## src/rtl/apb_pkg.sv

```systemverilog
// Shared types for the APB initiator: FSM state encoding, default widths, response record.
package apb_pkg;

  localparam int APB_ADDR_W = 32;
  localparam int APB_DATA_W = 32;

  typedef enum logic [1:0] {
    IDLE   = 2'd0,
    SETUP  = 2'd1,
    ACCESS = 2'd2,
    RESP   = 2'd3
  } apb_state_t;

  typedef struct packed {
    logic [APB_DATA_W-1:0] rdata;
    logic                  error;
  } rsp_t;

endpackage

```

## src/rtl/apb_master.sv

```systemverilog
// APB3 initiator: one command in flight, SETUP/ACCESS sequencing, registered response.
// Optional ACCESS timeout is enabled by defining APB_MASTER_TIMEOUT_EN.
import apb_pkg::*;

module apb_master #(
  parameter int ADDR_W      = APB_ADDR_W,
  parameter int DATA_W      = APB_DATA_W,
  parameter int TIMEOUT_CYC = 255
) (
  input  logic              pClk,
  input  logic              pReset,
  input  logic              cmd_valid,
  output logic              cmd_ready,
  input  logic              cmd_write,
  input  logic [ADDR_W-1:0] cmd_addr,
  input  logic [DATA_W-1:0] cmd_wdata,
  output logic              rsp_valid,
  input  logic              rsp_ready,
  output logic [DATA_W-1:0] rsp_rdata,
  output logic              rsp_error,
  output logic              pSel,
  output logic              pEnable,
  output logic              pWrite,
  output logic [ADDR_W-1:0] pAddr,
  output logic [DATA_W-1:0] pWdata,
  input  logic [DATA_W-1:0] pReadData,
  input  logic              pReady,
  input  logic              pSlvErr
);

  if (TIMEOUT_CYC < 1) begin : g_bad_cfg
    $error("apb_master: TIMEOUT_CYC must be at least 1");
  end

  apb_state_t state;

`ifdef APB_MASTER_TIMEOUT_EN
  localparam int CNT_W = $clog2(TIMEOUT_CYC + 1);
  logic [CNT_W-1:0] cnt;
`endif

  always_ff @(posedge pClk or posedge pReset) begin
    if (pReset) begin
      state     <= IDLE;
      cmd_ready <= 1'b1;
      rsp_valid <= 1'b0;
      rsp_rdata <= '0;
      rsp_error <= 1'b0;
      pSel      <= 1'b0;
      pEnable   <= 1'b0;
      pWrite    <= 1'b0;
      pAddr     <= '0;
      pWdata    <= '0;
`ifdef APB_MASTER_TIMEOUT_EN
      cnt       <= '0;
`endif
    end else begin
      case (state)
        IDLE: begin
          if (cmd_valid && cmd_ready) begin
            pWrite    <= cmd_write;
            pAddr     <= cmd_addr;
            pWdata    <= cmd_wdata;
            pSel      <= 1'b1;
            pEnable   <= 1'b0;
            cmd_ready <= 1'b0;
            state     <= SETUP;
          end
        end
        SETUP: begin
          pEnable <= 1'b1;
          state   <= ACCESS;
`ifdef APB_MASTER_TIMEOUT_EN
          cnt     <= '0;
`endif
        end
        ACCESS: begin
          // pSlvErr is only meaningful on the completing cycle
          if (pReady) begin
            rsp_rdata <= pWrite ? '0 : pReadData;
            rsp_error <= pSlvErr;
            pSel      <= 1'b0;
            pEnable   <= 1'b0;
            rsp_valid <= 1'b1;
            state     <= RESP;
          end
`ifdef APB_MASTER_TIMEOUT_EN
          else if (cnt == CNT_W'(TIMEOUT_CYC - 1)) begin
            rsp_rdata <= '0;
            rsp_error <= 1'b1;
            pSel      <= 1'b0;
            pEnable   <= 1'b0;
            rsp_valid <= 1'b1;
            state     <= RESP;
          end else begin
            cnt <= cnt + 1'b1;
          end
`endif
        end
        RESP: begin
          if (rsp_ready) begin
            rsp_valid <= 1'b0;
            cmd_ready <= 1'b1;
            state     <= IDLE;
          end
        end
        default: state <= IDLE;
      endcase
    end
  end

endmodule

```

## config.mk

```make
export PLATFORM = sky130hd
export DESIGN_NAME = apb_master
export DESIGN_NICKNAME = d
export VERILOG_FILES = /design/src/rtl/apb_pkg.sv /design/src/rtl/apb_master.sv
export SDC_FILE = /design/constraint.sdc
export NUM_CORES = 1
export LEC_CHECK = 0
export CAP_MARGIN = 20
export CORE_MARGIN = 1.5
export CORE_UTILIZATION = 30
export CTS_CLUSTER_DIAMETER = 50
export DETAILED_ROUTE_END_ITERATION = 10
export PLACE_DENSITY = 0.71
export SYNTH_ARGS = -nofsm -noshare
export SYNTH_HDL_FRONTEND = slang
export SYNTH_SLANG_ARGS = --single-unit
```

## constraint.sdc

```tcl
create_clock -name pClk -period 10.6 [get_ports pClk]
set_input_delay 2.65 -clock pClk [delete_from_list [all_inputs] [get_ports pClk]]
set_output_delay 2.65 -clock pClk [all_outputs]
set_load 0.01 [all_outputs]
```

==> results.sh, run 1 <==
export IMPL_critPathKind="reg -> out"
export IMPL_report_final_setup_viol=0
export IMPL_cp_cell_sequence="clkdlybuf4s50_1"
export IMPL_synth_most_common_cell="dfrtp_1"
export IMPL_switching_share_pct=31.3
export IMPL_worst_r2r_path_depth=4
export IMPL_ys_top_cells_by_count="103 x dfrtp_1, 68 x mux2_2, 34 x nand2_1, 33 x nand2b_1, 33 x o21ai_0"
export IMPL_cts_tree="yes"
export IMPL_antenna_left=0
export IMPL_clock_tree_root_cell="clkbuf_16"
export IMPL_maxCapViolCount=0
export IMPL_critPathMaxFanout=34
export IMPL_r2r_slack_ps=8270
export IMPL_finalWorstPathRequiredPeriod_ps=4550
export IMPL_finClkSkew_ps=4.87
export IMPL_hold_start="rsp_rdata[31]"
export IMPL_gp_congestion=0.756
export IMPL_post_cts_resized=0
export IMPL_holdPathStages=2
export IMPL_clk_pin_slew_worst_paths_ps=70
export IMPL_powerDensity_nw_per_um2=285
export IMPL_track_usage_pct=14.1
export IMPL_critical_path_required_ps=7950
export IMPL_multiInputGateArea_um2=1490
export IMPL_ctsLongestPathBuffers=2
export IMPL_pwr_share_comb_pct=46.2
export IMPL_p_clk_share_pct=16.5
export IMPL_dp_hpwl_um=7620
export IMPL_rows=43
export IMPL_path_buf_inv=1
export IMPL_grt_pass1_wl_um=16100
export IMPL_crit_cells=1
export IMPL_numCtsBuffers=9
export IMPL_switching_power_uw=598
export IMPL_max_clock_freq_ghz=0.220
export IMPL_cp_top_family="flip-flops"
export IMPL_synth_top_area_cell="dfrtp_1"
export IMPL_fin_nets=628
export IMPL_clk_latency_ps=340
export IMPL_slew_viol_final=0
export IMPL_worstPathArrival_ps=1900
export IMPL_coreArea_um2=13800
export IMPL_synth_fp_nets=428
export IMPL_synthFlopType="dfrtp_1"
export IMPL_cts_hold_buffers_added=0
export IMPL_synth_edff_count=0
export IMPL_p_seq_share_pct=37.3
export IMPL_r2r_end="pAddr[28]"
export IMPL_worst_path_max_delay_cell="dfrtp_1"
export IMPL_firstDrtPassIters=4
export IMPL_drt_initial_drc_count=115
export IMPL_postCtsSetupBuffers=0
export IMPL_final_setup_tns_ps=0
export IMPL_ys_async_sr_fraction_pct=100
export IMPL_dp_cells=687
export IMPL_rsz0062_at_grt="no"
export IMPL_stdcell_count=703
export IMPL_end_kind="primary output"
export IMPL_wl_um=10400
export IMPL_min_to="rsp_rdata[31]"
export IMPL_grt_pass1_vias=3166
export IMPL_avgSynthCellArea_um2=13.2
export IMPL_hp_class="reg -> reg"
export IMPL_port_buffers=204
export IMPL_die_h_um=121
export IMPL_grt_max_degree=67
export IMPL_wl_per_cell_um=14.8
export IMPL_htreeDepth=3
export IMPL_num_vias=3055
export IMPL_cts_sinks=104
export IMPL_grt_ovfl_total=0
export IMPL_netlist_area_um2=4210
export IMPL_worst_slew_pin_slew_ps=948
export IMPL_rr_startpoint="state[0]"
export IMPL_max_stage_delay_ps=870
export IMPL_die_area_um2=14700
export IMPL_fill_cells=1273
export IMPL_n_antenna_cell=0
export IMPL_io_pins=205
export IMPL_ir_drop_mv=0.138
export IMPL_finalHoldViolCount=0
export IMPL_synth_top_cell_area_share_pct=61.3
export IMPL_fin_crit_sh_pct=42.9
export IMPL_die_x_um=121
export IMPL_antenna_found_initial=0
export IMPL_area_delta_synth_final_pct=58.9
export IMPL_drive_above_1_share_pct=17.4
export IMPL_slew_headroom_pct=36.8
export IMPL_netlist_instances=318
export IMPL_ys_top_cells_by_area="dfrtp_1 61%, mux2_2 18%, nand2b_1 4.9%, o21ai_0 3.9%, nand2_1 3.0%"
export IMPL_seq_area_um2=2600
export IMPL_p_leak_nw=2.84
export IMPL_synth_seq_area_share_pct=61.9
export IMPL_drc=0
export IMPL_post_drt_via_cell_ratio=4.35
export IMPL_yosys_cell_types_count=24
export IMPL_cp_start_kind="flip-flop"
export IMPL_status="finished clean"
export IMPL_initial_core_util_pct=30.5
export IMPL_intPower_mw=1.31
export IMPL_synth_seq_cells=104
export IMPL_synth_warnings=0
## flip-flops by register name (all words and copies together), names as in the netlist, 2 cells and up
register   flops
pWdata        32
pAddr         32
rsp_rdata     32
state          2
## cell type report
type                    instances  area share, %
repair buffers                206           30.8
well taps                     180           3.37
inverters                       5          0.318
flip-flops and latches        104           39.0
multi-input cells             192           22.4
clock buffers                  10           3.58
clock inverters                 6          0.655
## kinds of logic after synthesis
| kind of cell | after synthesis | synth area share [%] |
|---|---|---|
| AND/OR/NAND/NOR | 76 | 9.25 |
| AO/OA/AOI/OAI | 39 | 5.15 |
| adder cells (fa/ha/maj) | 7 | 2.08 |
| multiplexers | 70 | 18.7 |
| flip-flops | 104 | 61.9 |
| buffers and inverters | 22 | 2.94 |
## how the worst max path moves through the flow
stage                         start        to  slack (ps)
final                        pWrite    pWrite        6050
after global routing         pWrite    pWrite        5940
after CTS                    pWrite    pWrite        5980
after detailed placement  cmd_valid      pSel        5890
after global placement    cmd_valid      pSel        5940
after floorplan              pReset  pAddr[0]        5220
## metal layers
metal | vias to the layer above | track usage [%] | routed length, um
met5 | - | 0 | 0
met4 | 0 | 6.69 | 173
met3 | 10 | 2.58 | 540
met2 | 91 | 25.0 | 5500
met1 | 1487 | 16.4 | 4160
li1 | 1467 | - | -
## through the flow
| stage | power [mW] | hold WS [ps] | utilization [%] | area (um^2) | worst slack (ps) |
|---|---|---|---|---|---|
| after floorplan | 1.11 | 513 | - | 4210 | 5220 |
| after CTS | 1.94 | 487 | 48.5 | 6680 | 5980 |
| after global routing | 2.03 | 510 | 48.5 | 6680 | 5940 |
| final | 1.91 | 486 | 48.5 | 6680 | 6050 |
| after global placement | 1.59 | 465 | 46.5 | 6400 | 5940 |
| after detailed placement | 1.62 | 471 | 46.5 | 6400 | 5890 |
## tightest hold or removal path: stages, from the launching register on
cell     delay (ps)
dfrtp_1         340
nand2_1          50
o21ai_0          60
## cells in the final DEF (no fill, tap or decap), types with 4 or more instances in the layout
| cell type | netlist | layout |
|---|---|---|
| clkdlybuf4s50_1 | 0 | 204 |
| dfrtp_1 | 103 | 103 |
| mux2_2 | 68 | 68 |
| nand2b_1 | 33 | 33 |
| nand2_1 | 34 | 33 |
| o21ai_0 | 33 | 33 |
| clkbuf_16 | 0 | 9 |
| ha_1 | 7 | 7 |
| nor2b_1 | 5 | 5 |
| inv_1 | 5 | 4 |
## power groups by stage
stage / registers, mW / logic, mW / clock network, mW
2_1_floorplan: 0.788 / 0.324 / 0
3_3_place_gp: 0.711 / 0.874 / 0
3_5_place_dp: 0.722 / 0.893 / 0
4_1_cts: 0.715 / 0.895 / 0.330
5_1_grt: 0.741 / 0.945 / 0.343
6_report: 0.711 / 0.881 / 0.315
Power figures use the tool's default switching activity.
==> inputs of run 2 (changes only) <==
--- a/config.mk
+++ b/config.mk
@@ -10,7 +10,7 @@
 export CORE_UTILIZATION = 30
 export CTS_CLUSTER_DIAMETER = 50
 export DETAILED_ROUTE_END_ITERATION = 10
-export PLACE_DENSITY = 0.71
+export PLACE_DENSITY = 0.74
 export SYNTH_ARGS = -nofsm -noshare
 export SYNTH_HDL_FRONTEND = slang
 export SYNTH_SLANG_ARGS = --single-unit
==> constraint.sdc (replaced) <==
create_clock -name pClk -period 3.99 [get_ports pClk]
set_input_delay 0.9975 -clock pClk [delete_from_list [all_inputs] [get_ports pClk]]
set_output_delay 0.9975 -clock pClk [all_outputs]
set_load 0.01 [all_outputs]
==> run 2 against run 1 <==
Net effect:
- hold slack got worse by 5.5 ps
- final cell count is 0.14% higher
- die area stayed put
- wire length increased by 1.7%
- sequential cell count unchanged
- clock power grew to 2.8 times the previous value
- setup slack worse by 4900 ps
- first-iteration DRC count shrank 17%
- sequential power grew to 2.7 times the previous value
- clock skew about the same
- non-clock buffer count grew 1
- critical path type unchanged
- critical endpoint unchanged
- largest cell class unchanged
- largest power group unchanged
- highest routed layer unchanged
==> results.sh, run 2 (synthesis results as in run 1) <==
export IMPL_antenna_found_initial=0
export IMPL_critPathKind="reg -> out"
export IMPL_r2r_slack_ps=1930
export IMPL_drc=0
export IMPL_finalWorstPathRequiredPeriod_ps=2880
export IMPL_dp_hpwl_um=7880
export IMPL_fin_nets=629
export IMPL_holdPathStages=2
export IMPL_end_kind="primary output"
export IMPL_initial_core_util_pct=30.5
export IMPL_clk_pin_slew_worst_paths_ps=70
export IMPL_area_delta_synth_final_pct=60.0
export IMPL_max_stage_delay_ps=860
export IMPL_path_buf_inv=1
export IMPL_n_antenna_cell=0
export IMPL_cp_top_family="flip-flops"
export IMPL_gp_congestion=0.729
export IMPL_hp_class="reg -> reg"
export IMPL_multiInputGateArea_um2=1490
export IMPL_worst_slew_pin_slew_ps=795
export IMPL_firstDrtPassIters=3
export IMPL_cts_sinks=104
export IMPL_final_setup_tns_ps=0
export IMPL_htreeDepth=3
export IMPL_fin_crit_sh_pct=72.1
export IMPL_switching_share_pct=30.9
export IMPL_p_leak_nw=2.87
export IMPL_critical_path_required_ps=2990
export IMPL_port_buffers=204
export IMPL_grt_max_degree=54
export IMPL_die_x_um=121
export IMPL_ir_drop_mv=0.298
export IMPL_post_drt_via_cell_ratio=4.37
export IMPL_antenna_left=0
export IMPL_worstPathArrival_ps=1880
export IMPL_fill_cells=1253
export IMPL_hold_ws_ps=480
export IMPL_die_area_um2=14700
export IMPL_final_common_cell="clkdlybuf4s50_1"
export IMPL_power_mw=5.13
export IMPL_worst_path_max_delay_cell="dfrtp_1"
export IMPL_grt_pass1_wl_um=16000
export IMPL_die_h_um=121
export IMPL_hold_start="rsp_rdata[19]"
export IMPL_num_vias=3075
export IMPL_cp_start_kind="flip-flop"
export IMPL_coreArea_um2=13800
export IMPL_clk_latency_ps=340
export IMPL_grt_pass1_vias=3162
export IMPL_crit_cells=1
export IMPL_switching_power_mw=1.59
export IMPL_io_pins=205
export IMPL_pwr_share_comb_pct=46.0
export IMPL_ctsLongestPathBuffers=2
export IMPL_post_cts_resized=0
export IMPL_finClkSkew_ps=4.39
export IMPL_p_seq_share_pct=36.8
export IMPL_intPower_mw=3.55
export IMPL_r2r_end="pWdata[3]"
export IMPL_rr_startpoint="state[0]"
export IMPL_grt_ovfl_total=0
export IMPL_cp_cell_sequence="clkdlybuf4s50_1"
export IMPL_largest_registers="pAddr: 32 flops, pWdata: 32 flops, rsp_rdata: 32 flops"
export IMPL_drt_initial_drc_count=95
export IMPL_worst_r2r_path_depth=5
export IMPL_cts_tree="yes"
export IMPL_cts_hold_buffers_added=0
export IMPL_finalHoldViolCount=0
export IMPL_p_clk_share_pct=17.2
export IMPL_rsz0062_at_grt="no"
export IMPL_clock_tree_root_cell="clkbuf_16"
export IMPL_final_cell_mix="204 x clkdlybuf4s50_1, 103 x dfrtp_1, 68 x mux2_2"
export IMPL_report_final_setup_viol=0
export IMPL_wl_um=10500
export IMPL_slew_viol_final=0
export IMPL_wl_per_cell_um=15.0
export IMPL_seq_area_um2=2600
export IMPL_drive_above_1_share_pct=17.4
export IMPL_numCtsBuffers=9
export IMPL_maxCapViolCount=0
export IMPL_rows=43
export IMPL_max_clock_freq_ghz=0.347
export IMPL_slew_headroom_pct=47.0
export IMPL_min_to="rsp_rdata[19]"
export IMPL_powerDensity_nw_per_um2=763
export IMPL_status="finished clean"
export IMPL_track_usage_pct=14.1
export IMPL_critPathMaxFanout=34
export IMPL_postCtsSetupBuffers=0
run 2: changes by cell type in the layout (fill, tap and decap cells not counted), sizes merged:
| cell | change |
|---|---|
| clkbuf | +1 |
| buf | +1 |
| bufinv | +1 |
| clkinv | -1 |
| clkinvlp | -1 |
run 2: power by group through the flow:
stage          logic (mW)  clock network, mW  registers [mW]
4_1_cts              2.40              0.915            1.90
2_1_floorplan       0.860                  0            2.09
3_5_place_dp         2.39                  0            1.91
3_3_place_gp         2.33                  0            1.89
6_report             2.36              0.885            1.89
5_1_grt              2.54              0.971            1.96
run 2: metrics by stage:
step	setup slack, ps	instances	area (um^2)	util, %
global route	957	704	6730	48.9
global placement	1270	688	6430	46.7
finish	1110	704	6730	48.9
CTS	1040	704	6730	48.9
detailed placement	1210	688	6430	46.7
floorplan	262	318	4210	-
run 2: worst max-delay path by stage:
| stage | from | end |
|---|---|---|
| global route | pWrite | pWrite |
| finish | pWrite | pWrite |
| global placement | cmd_valid | pWdata[25] |
| CTS | pWrite | pWrite |
| detailed placement | cmd_valid | pWdata[3] |
| floorplan | pReset | pAddr[0] |
run 2: metal layers:
| layer | global-route usage, % | part of all wire, % |
|---|---|---|
| met1 | 15.7 | 39 |
| met2 | 25.9 | 54 |
| met3 | 2.02 | 4.3 |
| met4 | 7.57 | 3.0 |
| met5 | 0 | 0 |
run 2: layout make-up:
| type | count | area share [%] |
|---|---|---|
| Tap cell | 180 | 3.35 |
| Clock inverter | 5 | 0.799 |
| Timing Repair Buffer | 207 | 31.0 |
| Sequential cell | 104 | 38.7 |
| Clock buffer | 11 | 3.61 |
| Multi-Input combinational cell | 192 | 22.2 |
| Inverter | 5 | 0.316 |
==> edit (flow settings as in run 2) <==
The package constant `APB_DATA_W` goes from 32 to 28.
--- a/src/rtl/apb_pkg.sv
+++ b/src/rtl/apb_pkg.sv
@@ -4,3 +4,3 @@
   localparam int APB_ADDR_W = 32;
-  localparam int APB_DATA_W = 32;
+  localparam int APB_DATA_W = 28;
 
Ports: changed (resized cmd_wdata, pReadData, pWdata and rsp_rdata); port bits go from 205 to 189. No check against the original RTL was run, so the function may have changed too.
==> edit against run 2 <==
Power decreased by 6.4%. Synthesized area is 8.0% lower. Fmax is 4.3% higher. Sequential cell count fell by 8. Cell area shrank 7.2%. Clock skew grew 0.00089 ns. Global-route usage is 0.78 points lower. Sequential power down 8%. Final cell count down 7.0%. Worst hold slack improved by 0.0046 ns. Via count down 7.4%. Wire length fell by 11%. Worst setup slack improved by 0.12 ns. Largest power group unchanged.
==> edit: results (changes against run 2) <==
- 23.2% — GR met2 Demand/Resource, -2.7 points
- 2834 — vias in the first global route, -10%
- 45.0% — relative contribution of combinational cells to total power, -1.0 points
- 0.00265 uW — LEAKAGE, -7.4%
- 69.2% — crit share post-route, -3.0 points
- 0 — number of antenna cells inserted, unchanged
- 3.06% — met3 Track Usage GR, +1.0 points
- 94 — number of DRC markers in iteration 0, -1.1%
- 58 — maximum number of pins on one net before global-route repair, +7.4%
- pAddr[21] — endpoint of the most critical register-to-register path
- 30 — largest driver fanout on the critical path, -12%
- sky130_fd_sc_hd__dfrtp_1 (95), sky130_fd_sc_hd__mux2_2 (64), sky130_fd_sc_hd__nand2_1 (30), sky130_fd_sc_hd__nand2b_1 (29), sky130_fd_sc_hd__o21ai_0 (29) — most common library cells after synthesis
- 4.86 mm — total length of routed met2 wires, -15%
- 1.86 ns — R2R setup slack, -0.07 ns
- 0.00594 mm^2 — post-place instance area, -7.7%
- 1450 uW — reported net switching power, -8.4%
- completed — result of the run
- 3.81 mm — wl on met1, -6.3%
- 394 — Post-Syn Nets, -7.9%
- 62.1% — Seq/Total Area, Yosys, +0.21 points
- 188 — Buffers on Ports, -7.8%
- 6.95 mm — sum of net half-perimeters after detailed placement, -12%
- 0 — # Post-CTS Setup Buffers, unchanged
- sky130_fd_sc_hd__clkbuf_16 — Root Driver
- 1.16 ns — placement-stage worst setup slack, -0.0486 ns
- 14.1 mm — global-route wire length before repair, -12%
- 15.9% — met1 Use GR, +0.21 points
- pAddr (32), pWdata (28), rsp_rdata (28) — Largest regs
- 900 uW — clock-net power, +2%
- 17.8% — fraction of layout cells with a size suffix above 1, +0.44 points
- 534 um — met3 wire length, +19%
- 18.7% — Clock power frac, +1.5 points
- 13.4% — Tot GR Track Use, -0.78 points
- 0.709 — weighted congestion reported at the end of routability-driven placement, -2.8%
- 100% — proportion of register bits with asynchronous set or reset after synthesis, unchanged
- flip-flops — kind of cell with the highest combined delay on the critical path
- 0.76 ns — delay of the slowest cell on the worst path, -0.10 ns
- rsp_rdata[6] — endpoint of the worst hold path
- sky130_fd_sc_hd__dfrtp_1 (61%), sky130_fd_sc_hd__mux2_2 (19%), sky130_fd_sc_hd__nand2b_1 (4.7%) — Area contributors post-synth
- 362 MHz — Achievable Freq, +4.3%
- 22 — number of distinct standard cells referenced by the synthesized netlist, -8.3%
- 4.35 — routed via count divided by cell count, -0.52%
- 0.00528 ns — Max Clock Skew, +0.000892 ns
- rsp_rdata[6] — hold path startpoint
- 9 — number of buffers added by the clock tree synthesis step, unchanged
- 2 — clk buf depth, unchanged
- 3 — Max H-tree Level, unchanged
- 0 — number of max-slew violations in the final report, unchanged
- 2 — WHS Path Cells, unchanged
- 1.76 ns — arrival time at the worst endpoint, -0.12 ns
- 0.000302 V — worst vdd rail ir drop, +1.3%
- 51.5% — headroom to the max-slew limit, +4.5 points
- 0.33 ns — clock latency on the worst-skew pair
- 581 — Post-layout nets, -7.6%
- 14.3 um — average detailed-routed wire length per instance, -4.3%
edit: kinds of logic after synthesis:
family,count (synthesis),share of synthesized area (%)
buffers and inverters,20,2.26
multiplexers,66,19.1
flip-flops,96,62.1
adder cells (fa/ha/maj),7,2.26
AO/OA/AOI/OAI,35,5.08
AND/OR/NAND/NOR,68,9.15
edit: per-stage QoR:
| stage | cells | hold slack, ns | util (%) |
|---|---|---|---|
| 5_1_grt | 655 | 0.507 | 49.5 |
| 6_report | 655 | 0.485 | 49.5 |
| 3_3_place_gp | 640 | 0.463 | 47.0 |
| 4_1_cts | 655 | 0.489 | 49.5 |
| 3_5_place_dp | 640 | 0.474 | 47.0 |
| 2_1_floorplan | 292 | 0.514 | - |
edit: area by class of cell:
cell class	instances	area, um^2
clock inverters	6	85.1
well taps	172	215
clock buffers	9	225
repair buffers	191	1920
multi-input cells	176	1380
flip-flops and latches	96	2400
inverters	5	21.3
fillers	1152	6370
